### config.mk
export PLATFORM = sky130hd
export DESIGN_NAME = axil_ram_bridge
export DESIGN_NICKNAME = d
export VERILOG_FILES = /design/src/rtl/axil_pkg.sv /design/src/rtl/axil_ram_bridge.sv
export SDC_FILE = /design/constraint.sdc
export NUM_CORES = 1
export LEC_CHECK = 0
export CORE_UTILIZATION = 47
export CTS_BUF_LIST = sky130_fd_sc_hd__clkbuf_8
export CTS_CLUSTER_DIAMETER = 200
export DETAILED_ROUTE_END_ITERATION = 8
export GPL_TIMING_DRIVEN = 0
export PLACE_DENSITY = 0.82
export SLEW_MARGIN = 10
export SYNTH_ARGS = -nofsm -noshare
export SYNTH_HDL_FRONTEND = slang
export SYNTH_SLANG_ARGS = --single-unit
### constraint.sdc
create_clock -name aclk -period 2.3 [get_ports aclk]
set_clock_uncertainty 0.1 [all_clocks]
set_input_delay 0.46 -clock aclk [delete_from_list [all_inputs] [get_ports aclk]]
set_output_delay 0.46 -clock aclk [all_outputs]
set_load 0.01 [all_outputs]
### src/rtl/axil_pkg.sv
// Shared AXI4-lite bridge definitions: response codes, FSM states, address helpers.
package axil_pkg;

  localparam logic [1:0] RESP_OKAY   = 2'b00;
  localparam logic [1:0] RESP_SLVERR = 2'b10;
  localparam logic [1:0] RESP_DECERR = 2'b11;

  typedef enum logic [2:0] {
    ST_IDLE  = 3'd0,
    ST_WACC  = 3'd1,
    ST_WRESP = 3'd2,
    ST_RACC  = 3'd3,
    ST_RRESP = 3'd4
  } bridge_state_t;

  typedef enum logic {
    RR_WRITE = 1'b0,
    RR_READ  = 1'b1
  } rr_dir_t;

  // Byte address to word address; caller truncates to the RAM address width.
  function automatic logic [63:0] word_addr(input logic [63:0] addr, input int unsigned lsb);
    return addr >> lsb;
  endfunction

  // True when no bit at or above position hi is set.
  function automatic logic addr_in_range(input logic [63:0] addr, input int unsigned hi);
    return (addr >> hi) == 64'd0;
  endfunction

endpackage

### src/rtl/axil_ram_bridge.sv
// AXI4-lite slave converting byte-addressed read/write transactions into
// single-word accesses on one native RAM port; one transaction outstanding.
module axil_ram_bridge
  import axil_pkg::*;
#(
  parameter int unsigned AXI_ADDRW = 32,
  parameter int unsigned ADDRW     = 8,
  parameter int unsigned DATAW     = 32,
  parameter int unsigned AXI_IDW   = 4
) (
  input  logic                 aclk,
  input  logic                 srst,
  input  logic                 awvalid,
  output logic                 awready,
  input  logic [AXI_ADDRW-1:0] awaddr,
  input  logic [2:0]           awprot,
  input  logic                 wvalid,
  output logic                 wready,
  input  logic [DATAW-1:0]     wdata,
  input  logic [DATAW/8-1:0]   wstrb,
  output logic                 bvalid,
  input  logic                 bready,
  output logic [1:0]           bresp,
  input  logic                 arvalid,
  output logic                 arready,
  input  logic [AXI_ADDRW-1:0] araddr,
  input  logic [2:0]           arprot,
  output logic                 rvalid,
  input  logic                 rready,
  output logic [DATAW-1:0]     rdata,
  output logic [1:0]           rresp,
  output logic                 mem_en,
  output logic                 mem_wr,
  output logic [ADDRW-1:0]     mem_addr,
  output logic [DATAW-1:0]     mem_wdata,
  output logic [DATAW/8-1:0]   mem_strb,
  input  logic [DATAW-1:0]     mem_rdata,
  input  logic                 mem_ready
);

  localparam int unsigned STRBW = DATAW / 8;
  localparam int unsigned B     = $clog2(STRBW);

  bridge_state_t        state_q,     state_d;
  rr_dir_t              rr_last_q,   rr_last_d;
  logic                 aw_full_q,   aw_full_d;
  logic                 w_full_q,    w_full_d;
  logic                 ar_full_q,   ar_full_d;
  logic [AXI_ADDRW-1:0] aw_addr_q,   aw_addr_d;
  logic [AXI_ADDRW-1:0] ar_addr_q,   ar_addr_d;
  logic [DATAW-1:0]     w_data_q,    w_data_d;
  logic [STRBW-1:0]     w_strb_q,    w_strb_d;
  logic                 awready_q,   awready_d;
  logic                 wready_q,    wready_d;
  logic                 arready_q,   arready_d;
  logic                 bvalid_q,    bvalid_d;
  logic [1:0]           bresp_q,     bresp_d;
  logic                 rvalid_q,    rvalid_d;
  logic [DATAW-1:0]     rdata_q,     rdata_d;
  logic [1:0]           rresp_q,     rresp_d;
  logic                 mem_en_q,    mem_en_d;
  logic                 mem_wr_q,    mem_wr_d;
  logic [ADDRW-1:0]     mem_addr_q,  mem_addr_d;
  logic [DATAW-1:0]     mem_wdata_q, mem_wdata_d;
  logic [STRBW-1:0]     mem_strb_q,  mem_strb_d;

  logic aw_hs, w_hs, ar_hs;
  logic w_req, r_req, grant_w, grant_r;
  logic aw_ok, ar_ok;
  logic unused_ok;

  assign aw_hs   = awvalid && awready_q;
  assign w_hs    = wvalid && wready_q;
  assign ar_hs   = arvalid && arready_q;
  assign w_req   = aw_full_q && w_full_q;
  assign r_req   = ar_full_q;
  // On conflict the direction not granted last wins.
  assign grant_w = w_req && (!r_req || (rr_last_q == RR_READ));
  assign grant_r = r_req && !grant_w;
  assign aw_ok   = addr_in_range(64'(aw_addr_q), ADDRW + B);
  assign ar_ok   = addr_in_range(64'(ar_addr_q), ADDRW + B);

  assign unused_ok = ^{awprot, arprot, RESP_SLVERR, 32'(AXI_IDW)};

  always_comb begin
    state_d     = state_q;
    rr_last_d   = rr_last_q;
    aw_full_d   = aw_full_q;
    w_full_d    = w_full_q;
    ar_full_d   = ar_full_q;
    aw_addr_d   = aw_addr_q;
    ar_addr_d   = ar_addr_q;
    w_data_d    = w_data_q;
    w_strb_d    = w_strb_q;
    bvalid_d    = bvalid_q;
    bresp_d     = bresp_q;
    rvalid_d    = rvalid_q;
    rdata_d     = rdata_q;
    rresp_d     = rresp_q;
    mem_en_d    = mem_en_q;
    mem_wr_d    = mem_wr_q;
    mem_addr_d  = mem_addr_q;
    mem_wdata_d = mem_wdata_q;
    mem_strb_d  = mem_strb_q;

    if (aw_hs) begin
      aw_full_d = 1'b1;
      aw_addr_d = awaddr;
    end
    if (w_hs) begin
      w_full_d = 1'b1;
      w_data_d = wdata;
      w_strb_d = wstrb;
    end
    if (ar_hs) begin
      ar_full_d = 1'b1;
      ar_addr_d = araddr;
    end

    case (state_q)
      ST_IDLE: begin
        if (grant_w) begin
          rr_last_d = RR_WRITE;
          if (aw_ok) begin
            state_d     = ST_WACC;
            mem_en_d    = 1'b1;
            mem_wr_d    = 1'b1;
            mem_addr_d  = ADDRW'(word_addr(64'(aw_addr_q), B));
            mem_wdata_d = w_data_q;
            mem_strb_d  = w_strb_q;
          end else begin
            state_d  = ST_WRESP;
            bvalid_d = 1'b1;
            bresp_d  = RESP_DECERR;
          end
        end else if (grant_r) begin
          rr_last_d = RR_READ;
          if (ar_ok) begin
            state_d    = ST_RACC;
            mem_en_d   = 1'b1;
            mem_wr_d   = 1'b0;
            mem_addr_d = ADDRW'(word_addr(64'(ar_addr_q), B));
            mem_strb_d = '0;
          end else begin
            state_d  = ST_RRESP;
            rvalid_d = 1'b1;
            rresp_d  = RESP_DECERR;
            rdata_d  = '0;
          end
        end
      end
      ST_WACC: begin
        if (mem_ready) begin
          state_d  = ST_WRESP;
          mem_en_d = 1'b0;
          bvalid_d = 1'b1;
          bresp_d  = RESP_OKAY;
        end
      end
      ST_RACC: begin
        if (mem_ready) begin
          state_d  = ST_RRESP;
          mem_en_d = 1'b0;
          rvalid_d = 1'b1;
          rresp_d  = RESP_OKAY;
          rdata_d  = mem_rdata;
        end
      end
      ST_WRESP: begin
        if (bready) begin
          state_d   = ST_IDLE;
          bvalid_d  = 1'b0;
          aw_full_d = 1'b0;
          w_full_d  = 1'b0;
        end
      end
      ST_RRESP: begin
        if (rready) begin
          state_d   = ST_IDLE;
          rvalid_d  = 1'b0;
          ar_full_d = 1'b0;
        end
      end
      default: state_d = ST_IDLE;
    endcase

    // Readies are registered from next-cycle slot/state so they never depend on bready/rready combinationally.
    awready_d = !aw_full_d && (state_d != ST_WACC) && (state_d != ST_WRESP);
    wready_d  = !w_full_d && (state_d != ST_WACC) && (state_d != ST_WRESP);
    arready_d = (state_d == ST_IDLE) && !ar_full_d;
  end

  always_ff @(posedge aclk) begin
    if (srst) begin
      state_q     <= ST_IDLE;
      rr_last_q   <= RR_READ;
      aw_full_q   <= 1'b0;
      w_full_q    <= 1'b0;
      ar_full_q   <= 1'b0;
      aw_addr_q   <= '0;
      ar_addr_q   <= '0;
      w_data_q    <= '0;
      w_strb_q    <= '0;
      awready_q   <= 1'b0;
      wready_q    <= 1'b0;
      arready_q   <= 1'b0;
      bvalid_q    <= 1'b0;
      bresp_q     <= '0;
      rvalid_q    <= 1'b0;
      rdata_q     <= '0;
      rresp_q     <= '0;
      mem_en_q    <= 1'b0;
      mem_wr_q    <= 1'b0;
      mem_addr_q  <= '0;
      mem_wdata_q <= '0;
      mem_strb_q  <= '0;
    end else begin
      state_q     <= state_d;
      rr_last_q   <= rr_last_d;
      aw_full_q   <= aw_full_d;
      w_full_q    <= w_full_d;
      ar_full_q   <= ar_full_d;
      aw_addr_q   <= aw_addr_d;
      ar_addr_q   <= ar_addr_d;
      w_data_q    <= w_data_d;
      w_strb_q    <= w_strb_d;
      awready_q   <= awready_d;
      wready_q    <= wready_d;
      arready_q   <= arready_d;
      bvalid_q    <= bvalid_d;
      bresp_q     <= bresp_d;
      rvalid_q    <= rvalid_d;
      rdata_q     <= rdata_d;
      rresp_q     <= rresp_d;
      mem_en_q    <= mem_en_d;
      mem_wr_q    <= mem_wr_d;
      mem_addr_q  <= mem_addr_d;
      mem_wdata_q <= mem_wdata_d;
      mem_strb_q  <= mem_strb_d;
    end
  end

  assign awready   = awready_q;
  assign wready    = wready_q;
  assign arready   = arready_q;
  assign bvalid    = bvalid_q;
  assign bresp     = bresp_q;
  assign rvalid    = rvalid_q;
  assign rdata     = rdata_q;
  assign rresp     = rresp_q;
  assign mem_en    = mem_en_q;
  assign mem_wr    = mem_wr_q;
  assign mem_addr  = mem_addr_q;
  assign mem_wdata = mem_wdata_q;
  assign mem_strb  = mem_strb_q;

endmodule

# Word-level counts from Yosys, hierarchy flattened
# Index checks and enable logic that the tools add are counted.
[totals]
regBits = 194
inputBits = 146
out_inout_bits = 87
[classes]
n_eq_ne = 20
mux = 60
reduce_logical = 37
[op_table]
columns = ["operator", "n"]
rows = [
  ["$logic_not A64 Y1", 2],
  ["$mux W32", 4],
  ["$pmux W32 S2", 1],
  ["$mux W8", 4],
  ["$mux W1", 27],
  ["$mux W3", 7],
  ["$ne A2 B2 Y1 const B", 9],
  ["$mux W4", 4],
  ["$pmux W3 S5", 1],
  ["$reduce_and A5 Y1", 3],
  ["$mux W2", 7],
  ["$logic_and A1 B1 Y1", 11],
  ["$reduce_bool A2 Y1", 5],
  ["$ne A3 B3 Y1 const B", 3],
  ["$pmux W2 S2", 2],
  ["$reduce_and A4 Y1", 2],
  ["$eq A3 B2 Y1 const B", 2],
  ["$logic_not A3 Y1", 2],
  ["$pmux W1 S3", 2],
  ["$reduce_and A6 Y1", 1],
  ["$reduce_bool A3 Y1", 2],
  ["$logic_not A1 Y1", 5],
  ["$ne A2 B1 Y1 const B", 2],
  ["$eq A3 B1 Y1 const B", 1],
  ["other kinds (8)", 8],
]

# Logic depth before layout (Yosys ltp)
# Gate-level depths: netlist of run 1.
[depth]
word_depth = 11
ltp_mapped = 7

# Least setup slack after synthesis of run 1
# OpenSTA, ideal clock, no wires.
[synth_timing]
path_type = "reg2reg"
from = "register state_q[0]"
to = "register mem_wdata_q[10] (netlist: mem_wdata[10])"
setup_ps = 128
arrival_time_ps = 1647
required_ps = 2072
path_slack_ps = 426
path_stages_with_launch = 8
n_path_buf = 3
cell_sequence = "dfxtp_1 or3_1 buf_6 nor4_4 buf_6 buf_12 mux2i_1 nor2_1"
[synth_between]
elab_chain_cells = 2
[synth_lines]
columns = ["element", "line", "text"]
rows = [
  ["start, declared", "axil_ram_bridge.sv:44", "bridge_state_t state_q, state_d;"],
  ["start signal, assigned", "axil_ram_bridge.sv:218", "state_q <= state_d;"],
  ["$logic_not A3 Y1", "axil_ram_bridge.sv:120", "case (state_q)"],
  ["$reduce_and A3 Y1 (no line)", "n/a", ""],
  ["end signal, assigned", "axil_ram_bridge.sv:238", "mem_wdata_q <= mem_wdata_d;"],
  ["end, declared", "axil_ram_bridge.sv:64", "logic [DATAW-1:0] mem_wdata_q, mem_wdata_d;"],
]
# Every way passes these cells.
# A chain may end at the register's enable or synchronous reset.

# Worst setup path in the final report of run 1
[layout_timing]
from = "register ar_addr_q[12]"
to = "register rdata_q[20] (netlist: rdata[20])"
[layout_between]
elab_chain_cells = 3
[layout_lines]
columns = ["element", "line", "text"]
rows = [
  ["start, declared", "axil_ram_bridge.sv:50", "logic [AXI_ADDRW-1:0] ar_addr_q, ar_addr_d;"],
  ["start signal, assigned", "axil_ram_bridge.sv:224", "ar_addr_q <= ar_addr_d;"],
  ["$logic_not A64 Y1", "axil_pkg.sv:28", "return (addr >> hi) == 64'd0;"],
  ["$ne A2 B2 Y1 (no line)", "n/a", ""],
  ["$reduce_and A5 Y1 (no line)", "n/a", ""],
  ["end signal, assigned", "axil_ram_bridge.sv:233", "rdata_q <= rdata_d;"],
  ["end, declared", "axil_ram_bridge.sv:59", "logic [DATAW-1:0] rdata_q, rdata_d;"],
]
# Every way passes these cells.

==> summary.txt, run 1 <==
Route
  • Total number of vias: between 6k and 7k
  • Wirelength per Cell: 14.8 µm
  • Final wirelength: about 18000 µm
  • # DRC: 0
  • Routed via count divided by cell count: 5.09
  • Count of nets left with antenna violations after detail routing: 0
  • First drt pass iteration count: 5
  • DRC marker count from the first detailed-route iteration: approximately 320

Worst setup path
  • Critical-path maximum fanout: 10
  • Category of the most critical setup path: reg2reg
  • Startpoint of the lowest-slack register-to-register path: ar_addr_q[12]
  • Critical Path RT: 2.60 ns
  • R2r setup slk: approximately 0.12 ns
  • Cell depth of the worst flop-to-flop path: 6
  • Arr. time, crit path: 2.48 ns
  • Crit start category: flip-flop
  • Critical Path Sink Type: flip-flop
  • FF-to-FF End: rdata[20]

Clock network
  • Clock Sinks: between 150 and 200
  • Maximum clock insertion buffer count: 2
  • Clk pin slew, worst setup/hold paths: about 0.090 ns
  • Number of hold buffers added after CTS: 0
  • CTS tree: yes
  • Buffer type at the clock tree root: sky130_fd_sc_hd__clkbuf_8
  • CTS HTree Levels: 4
  • Total clock buffers created by CTS: 17
  • Clock latency on the worst-skew pair: ~0.46 ns

Die
  • Effective utilization at floorplan: 0.480
  • Full die area: roughly 15000 µm²
  • Overall die width: 124 µm
  • Area of the placeable core: approximately 14000 µm²
  • I/O pin total: around 230
  • Floorplan row count: 44
  • Chip Height: 124 µm

Finish
  • Final std cell area, no fill: 9810 µm²
  • Area growth from synthesis to final layout: 41.1%
  • Proportion of layout cells with a drive suffix above 1: 0.0593
  • Number of filler cells placed in the layout: ~1.2k
  • N_diodes: 0
  • Nets@finish: 1162
  • Highest-count cells in the layout ignoring fill and taps: 221 x sky130_fd_sc_hd__clkdlybuf4s50_1, 201 x sky130_fd_sc_hd__nand2_1, 188 x sky130_fd_sc_hd__dfxtp_1
  • Commonest non-fill, non-tap cell in the layout: sky130_fd_sc_hd__clkdlybuf4s50_1

Timing
  • Endpoints failing hold: 0
  • Least setup slack across all paths after layout: about 0.12 ns
  • Fmax achieved: about 460 MHz
  • Unrepaired setup endpoints after global routing: false
  • Setup violation total in the final timing report: 0
  • Worst max-slew margin expressed relative to the limit: 0.593
  • Share of the clock period used by the worst path after layout: 0.948
  • Post-layout min period: 2.18 ns
  • Final number of max-transition violations: 0
  • Transition time of the tightest slew-check pin: a little over 0.6 ns

Global routing
  • Via count of the first global-routing pass: between 5k and 6k
  • Total track usage: 0.230
  • Initial antenna violation count: 0
  • Global-route wire length before repair: around 27000 µm
  • Gr ovfl total: 0
  • Pin count of the biggest net entering global routing: 17

Placement
  • Count of input and output buffers: 221
  • Placed standard-cell area: approximately 9400 µm²
  • Post-Place Setup Slack: -0.258 ns
  • Placed wire-length estimate after detailed placement: approximately 13000 µm
  • RePlAce Congestion: 0.836

Power and ir drop
  • Worst supply voltage drop on vdd: between 400 and 500 µV
  • Power Density: around 730 nW/µm²
  • Reported leakage power: about 3.5 nW

Synth
  • Synth top area share: 0.541
  • Avg Inst Size Synth: around 9.0 µm²
  • FF+latch count, synth: ~190
  • Post-Syn Area: a little under 7000 µm²
  • Share of synthesized area occupied by flip-flops and latches: 0.541
  • Library cell occupying the most area in the post-synthesis netlist: sky130_fd_sc_hd__dfxtp_1
  • Ranking of synthesized cells by area: sky130_fd_sc_hd__dfxtp_1 54%, sky130_fd_sc_hd__nand2_1 11%, sky130_fd_sc_hd__a21oi_1 7.3%, sky130_fd_sc_hd__mux2i_1 6.0%, sky130_fd_sc_hd__a22o_1 4.0%
  • Number of distinct standard cells referenced by the synthesized netlist: 48
  • Synthesized netlist net count: 921
  • Number of instances in the synthesized netlist: about 780
  • Synthesis warning total: 0

Status
  • Status: complete, no violations

Min path
  • Worst min-delay path category: reg2reg
  • WHS Path Cells: 2
  • Worst hold endpoint: w_data_q[29]
  • Origin of the worst min-delay path: w_data_q[29]

Run
  • Maximum Capacitance Violations: 0
repair_timing:
action	in CTS	in global routing
resized for setup	0	3
setup endpoints to repair	0	47
buffers inserted	0	1
report_power, final:
group	internal, mW	switching (mW)	leakage [nW]
logic	0.621	0.736	1.84
clock network	1.02	1.18	0.183
registers	3.48	0.137	1.52
routing by layer:
| metal | vias to the layer above | track usage | part of all wire |
|---|---|---|---|
| met2 | 190 | 0.381 | 0.47 |
| li1 | 3102 | - | - |
| met1 | 2851 | 0.287 | 0.44 |
| met3 | 22 | 0.0673 | 0.076 |
| met4 | 0 | 0.0715 | 0.014 |
| met5 | - | 0 | 0 |
worst max path at each step:
| stage | from | to | slack, ns | cells after the start |
|---|---|---|---|---|
| after global routing | state_q[0] | rdata[20] | 0.004 | 6 |
| after floorplan | state_q[0] | mem_wdata[10] | 0.43 | 7 |
| after detailed placement | srst | w_data_q[30] | -0.26 | 5 |
| final | ar_addr_q[12] | rdata[20] | 0.12 | 6 |
| after CTS | ar_addr_q[12] | rdata[20] | 0.07 | 6 |
| after global placement | srst | ar_addr_q[5] | -0.24 | 5 |
kinds of logic (layout without fill, tap and decap cells):
| kind of cell | after synthesis | count (layout) | synth area share |
|---|---|---|---|
| simple gates | 310 | 310 | 0.191 |
| xor+xnor | 1 | 1 | 0.00126 |
| mux | 50 | 50 | 0.0761 |
| buf+inv | 64 | 317 | 0.0461 |
| compound gates | 162 | 162 | 0.144 |
| flops | 188 | 188 | 0.541 |
critical path, stage by stage (launching register included):
cell                       delay (ns)
sky130_fd_sc_hd__dfxtp_1         0.32
sky130_fd_sc_hd__nor4_1          0.46
sky130_fd_sc_hd__and4_1          0.30
sky130_fd_sc_hd__a211oi_1        0.13
sky130_fd_sc_hd__nor3_2          0.33
sky130_fd_sc_hd__buf_2           0.30
sky130_fd_sc_hd__a22o_1          0.18
synth_stat cells, drive strengths merged:
cell    instances
a211oi          3
a21oi         101
a221oi          2
a22o           32
a311oi          1
a31oi           2
a32o            4
and2            5
and3            1
and4            1
and4b           1
and4bb          1
buf            16
clkbuf         41
dfxtp         188
inv             7
mux2            8
mux2i          42
nand2         201
nand2b          1
nand3           4
nand3b          1
nand4           3
nor2           55
nor2b          13
nor3            8
nor3b           1
nor4           12
o211a           1
o211ai          1
o21a            2
o21ai           8
o21bai          1
o31ai           1
o32ai           1
o41a            1
o41ai           1
or3             2
xor2            1
stage by stage:
step | TNS, ns | power (mW) | instances | hold WS (ns) | utilization
detailed placement | -17.83 | 5.03 | 1180 | 0.346 | 0.649
CTS | 0 | 7.21 | 1211 | 0.335 | 0.677
global placement | -15.80 | 5.00 | 1180 | 0.342 | 0.649
global route | 0 | 7.51 | 1212 | 0.353 | 0.678
finish | 0 | 7.17 | 1212 | 0.359 | 0.678
floorplan | 0 | 4.44 | 775 | 0.332 | -
layout make-up:
cell class	count	area [µm²]	share of cell area
flip-flops and latches	188	3760	0.384
well taps	184	230	0.0235
clock buffers	19	262	0.0267
multi-input cells	523	2880	0.293
inverters	7	26.3	0.00268
repair buffers	222	2220	0.226
plain buffers	57	295	0.0301
clock inverters	12	136	0.0139
flip-flops by register name (all words and copies together), names as in the netlist, 3 cells and up:
signal,cells
rdata,32
mem_wdata,32
w_data_q,32
ar_addr_q,30
aw_addr_q,30
state_q,3
mem_strb,4
mem_addr,8
w_strb_q,4
No activity file was read; power rests on OpenSTA's default activity.
==> inputs of run 2 (changes only) <==
Settings changed: CORE_MARGIN set to 8.
==> run 2 against run 1 <==
Sequential cell count unchanged. Largest power group unchanged. Combinational power about the same. Highest routed layer is now met5. Die area up 24%. Design area up 0.66%. Core utilization up 0.45 points. Final cell count up 0.17%. Clock-buffer cell count down 2. Sequential power about the same. Non-clock buffer count up 1. Critical endpoint is now rdata[8].
==> summary.txt, run 2 (synthesized netlist as in run 1, its figures left out) <==
Timing
  • Worst max-slew margin expressed relative to the limit: 0.545 (was 0.593)
  • Worst hold slack across all endpoints: 0.355 ns (was 0.359 ns)
  • Final number of max-transition violations: 0 (unchanged)
  • Endpoints failing hold: 0 (unchanged)
  • Fmax achieved: 465 MHz (was 458 MHz)
  • Transition time of the tightest slew-check pin: 0.682 ns (was 0.610 ns)
  • Setup violation total in the final timing report: 0 (unchanged)
  • Post-layout min period: 2.15 ns (was 2.18 ns)
  • Share of the clock period used by the worst path after layout: 0.936 (was 0.948)

Min path
  • WHS Path Cells: 3 (was 2)
  • Worst hold endpoint: mem_addr[1] (was w_data_q[29])
  • Worst min-delay path category: in2reg (was reg2reg)
  • Origin of the worst min-delay path: srst (was w_data_q[29])

Finish
  • Area growth from synthesis to final layout: 42.0% (was 41.1%)
  • Highest-count cells in the layout ignoring fill and taps: 221 x sky130_fd_sc_hd__clkdlybuf4s50_1, 200 x sky130_fd_sc_hd__nand2_1, 188 x sky130_fd_sc_hd__dfxtp_1 (was 221 x sky130_fd_sc_hd__clkdlybuf4s50_1, 201 x sky130_fd_sc_hd__nand2_1, 188 x sky130_fd_sc_hd__dfxtp_1)
  • Proportion of layout cells with a drive suffix above 1: 0.0641 (was 0.0593)
  • N_diodes: 0 (unchanged)
  • Commonest non-fill, non-tap cell in the layout: sky130_fd_sc_hd__clkdlybuf4s50_1 (unchanged)
  • Core occupancy in the finished layout: 0.682 (was 0.678)
  • Nets@finish: 1163 (was 1162)

Route
  • Routed via count divided by cell count: 5.11 (was 5.09)
  • Final wirelength: 19800 µm (was 17900 µm)
  • Wirelength per Cell: 16.3 µm (was 14.8 µm)
  • First drt pass iteration count: 5 (unchanged)
  • Total number of vias: 6200 (was 6165)
  • DRC marker count from the first detailed-route iteration: 322 (was 321)
  • Count of nets left with antenna violations after detail routing: 0 (unchanged)
  • # DRC: 0 (unchanged)

Worst setup path
  • Cell depth of the worst flop-to-flop path: 6 (unchanged)
  • Crit path max-delay cell type: sky130_fd_sc_hd__nor4_1 (unchanged)
  • Critical-path maximum fanout: 10 (unchanged)
  • Critical Path RT: 2.60 ns (about the same)
  • R2r setup slk: 0.15 ns (was 0.12 ns)
  • FF-to-FF End: rdata[8] (was rdata[20])
  • Arr. time, crit path: 2.46 ns (was 2.48 ns)
  • Critical Path Sink Type: flip-flop (unchanged)
  • Sequence of cells on the critical path: nor4_1 > and4_1 > a211oi_1 > nor3_2 > buf_2 > a22o_1 (unchanged)
  • Startpoint of the lowest-slack register-to-register path: ar_addr_q[12] (unchanged)
  • Category of the most critical setup path: reg2reg (unchanged)
  • Crit start category: flip-flop (unchanged)
  • Largest incremental delay on the critical path: 0.43 ns (was 0.46 ns)

Clock network
  • CTS HTree Levels: 4 (unchanged)
  • Clk pin slew, worst setup/hold paths: 0.10 ns (was 0.09 ns)
  • Number of hold buffers added after CTS: 0 (unchanged)
  • Total clock buffers created by CTS: 17 (unchanged)
  • Maximum clock insertion buffer count: 2 (unchanged)
  • Clock Sinks: 188 (unchanged)
  • Clock latency on the worst-skew pair: 0.46 ns (about the same)
  • Buffer type at the clock tree root: sky130_fd_sc_hd__clkbuf_8 (unchanged)
  • CTS tree: yes (unchanged)

Power and ir drop
  • Reported leakage power: 3.59 nW (was 3.54 nW)
  • Worst supply voltage drop on vdd: 568 µV (was 409 µV)
  • Power Density: 751 nW/µm² (was 731 nW/µm²)
  • Total power: 7.42 mW (was 7.17 mW)

Die
  • I/O pin total: 233 (unchanged)
  • Chip Height: 138 µm (was 124 µm)
  • Area of the placeable core: 14500 µm² (unchanged)
  • Overall die width: 138 µm (was 124 µm)
  • Full die area: 18900 µm² (was 15300 µm²)
  • Floorplan row count: 44 (unchanged)
  • Effective utilization at floorplan: 0.480 (unchanged)

Global routing
  • Total track usage: 0.203 (was 0.230)
  • Pin count of the biggest net entering global routing: 18 (was 17)
  • Initial antenna violation count: 1 (was 0)
  • Via count of the first global-routing pass: 6024 (was 5631)
  • Gr ovfl total: 0 (unchanged)
  • Global-route wire length before repair: 30400 µm (was 26900 µm)

Placement
  • RePlAce Congestion: 0.832 (was 0.836)
  • Placed wire-length estimate after detailed placement: 14700 µm (was 13100 µm)
  • Count of input and output buffers: 221 (unchanged)

Run
  • Maximum Capacitance Violations: 0 (unchanged)

Status
  • Status: complete, no violations (unchanged)
[run 2: cell count changes in the layout (fill, tap and decap cells not counted), sizes merged]
| cell | change |
|---|---|
| inv | +3 |
| buf | +1 |
| clkinvlp | -4 |
| clkinv | +2 |
| clkbuf | -2 |
| bufinv | +2 |
[run 2: how the worst max path moves through the flow]
stage                        from            end
finish              ar_addr_q[12]       rdata[8]
global route           state_q[0]      rdata[25]
CTS                 ar_addr_q[12]      rdata[20]
detailed placement      mem_ready      rdata[16]
global placement        mem_ready      rdata[17]
floorplan              state_q[0]  mem_wdata[10]
[run 2: cell type report]
cell class	instances	area [µm²]
fillers	1208	4600
flip-flops and latches	188	3760
multi-input cells	523	2890
repair buffers	223	2230
plain buffers	57	297
clock buffers	17	234
well taps	184	230
clock inverters	15	211
inverters	7	26.3
[run 2: routing by layer]
layer,part of all wire,global-route usage
met1,0.43,0.243
met2,0.48,0.338
met3,0.081,0.0686
met4,0.013,0.0604
met5,0.00045,0
[run 2: power breakdown]
part | internal (mW) | leakage, nW | switching, mW
clock network | 1.21 | 0.221 | 1.22
logic | 0.635 | 1.85 | 0.748
registers | 3.48 | 1.52 | 0.134
[run 2: stage by stage]
step / setup TNS, ns / instances / cell area (µm²) / setup slack, ns
floorplan: 0 / 775 / 6960 / 0.426
global placement: -15.59 / 1180 / 9400 / -0.273
detailed placement: -15.53 / 1180 / 9400 / -0.285
CTS: 0 / 1212 / 9840 / 0.0762
global route: -0.0282 / 1214 / 9880 / -0.00975
finish: 0 / 1214 / 9880 / 0.148
[run 2: worst max-delay path, delay by kind of cell, from the launching register on]
family          cells  cell delay (ns)
compound gates      2             0.31
buf+inv             1             0.30
flops               1             0.32
simple gates        3             1.07
[run 2: timing repair]
action	4_1_cts	5_1_grt
setup endpoints to repair	0	40
setup buffers	0	2
hold endpoints to repair	0	0
gates resized for setup	0	7
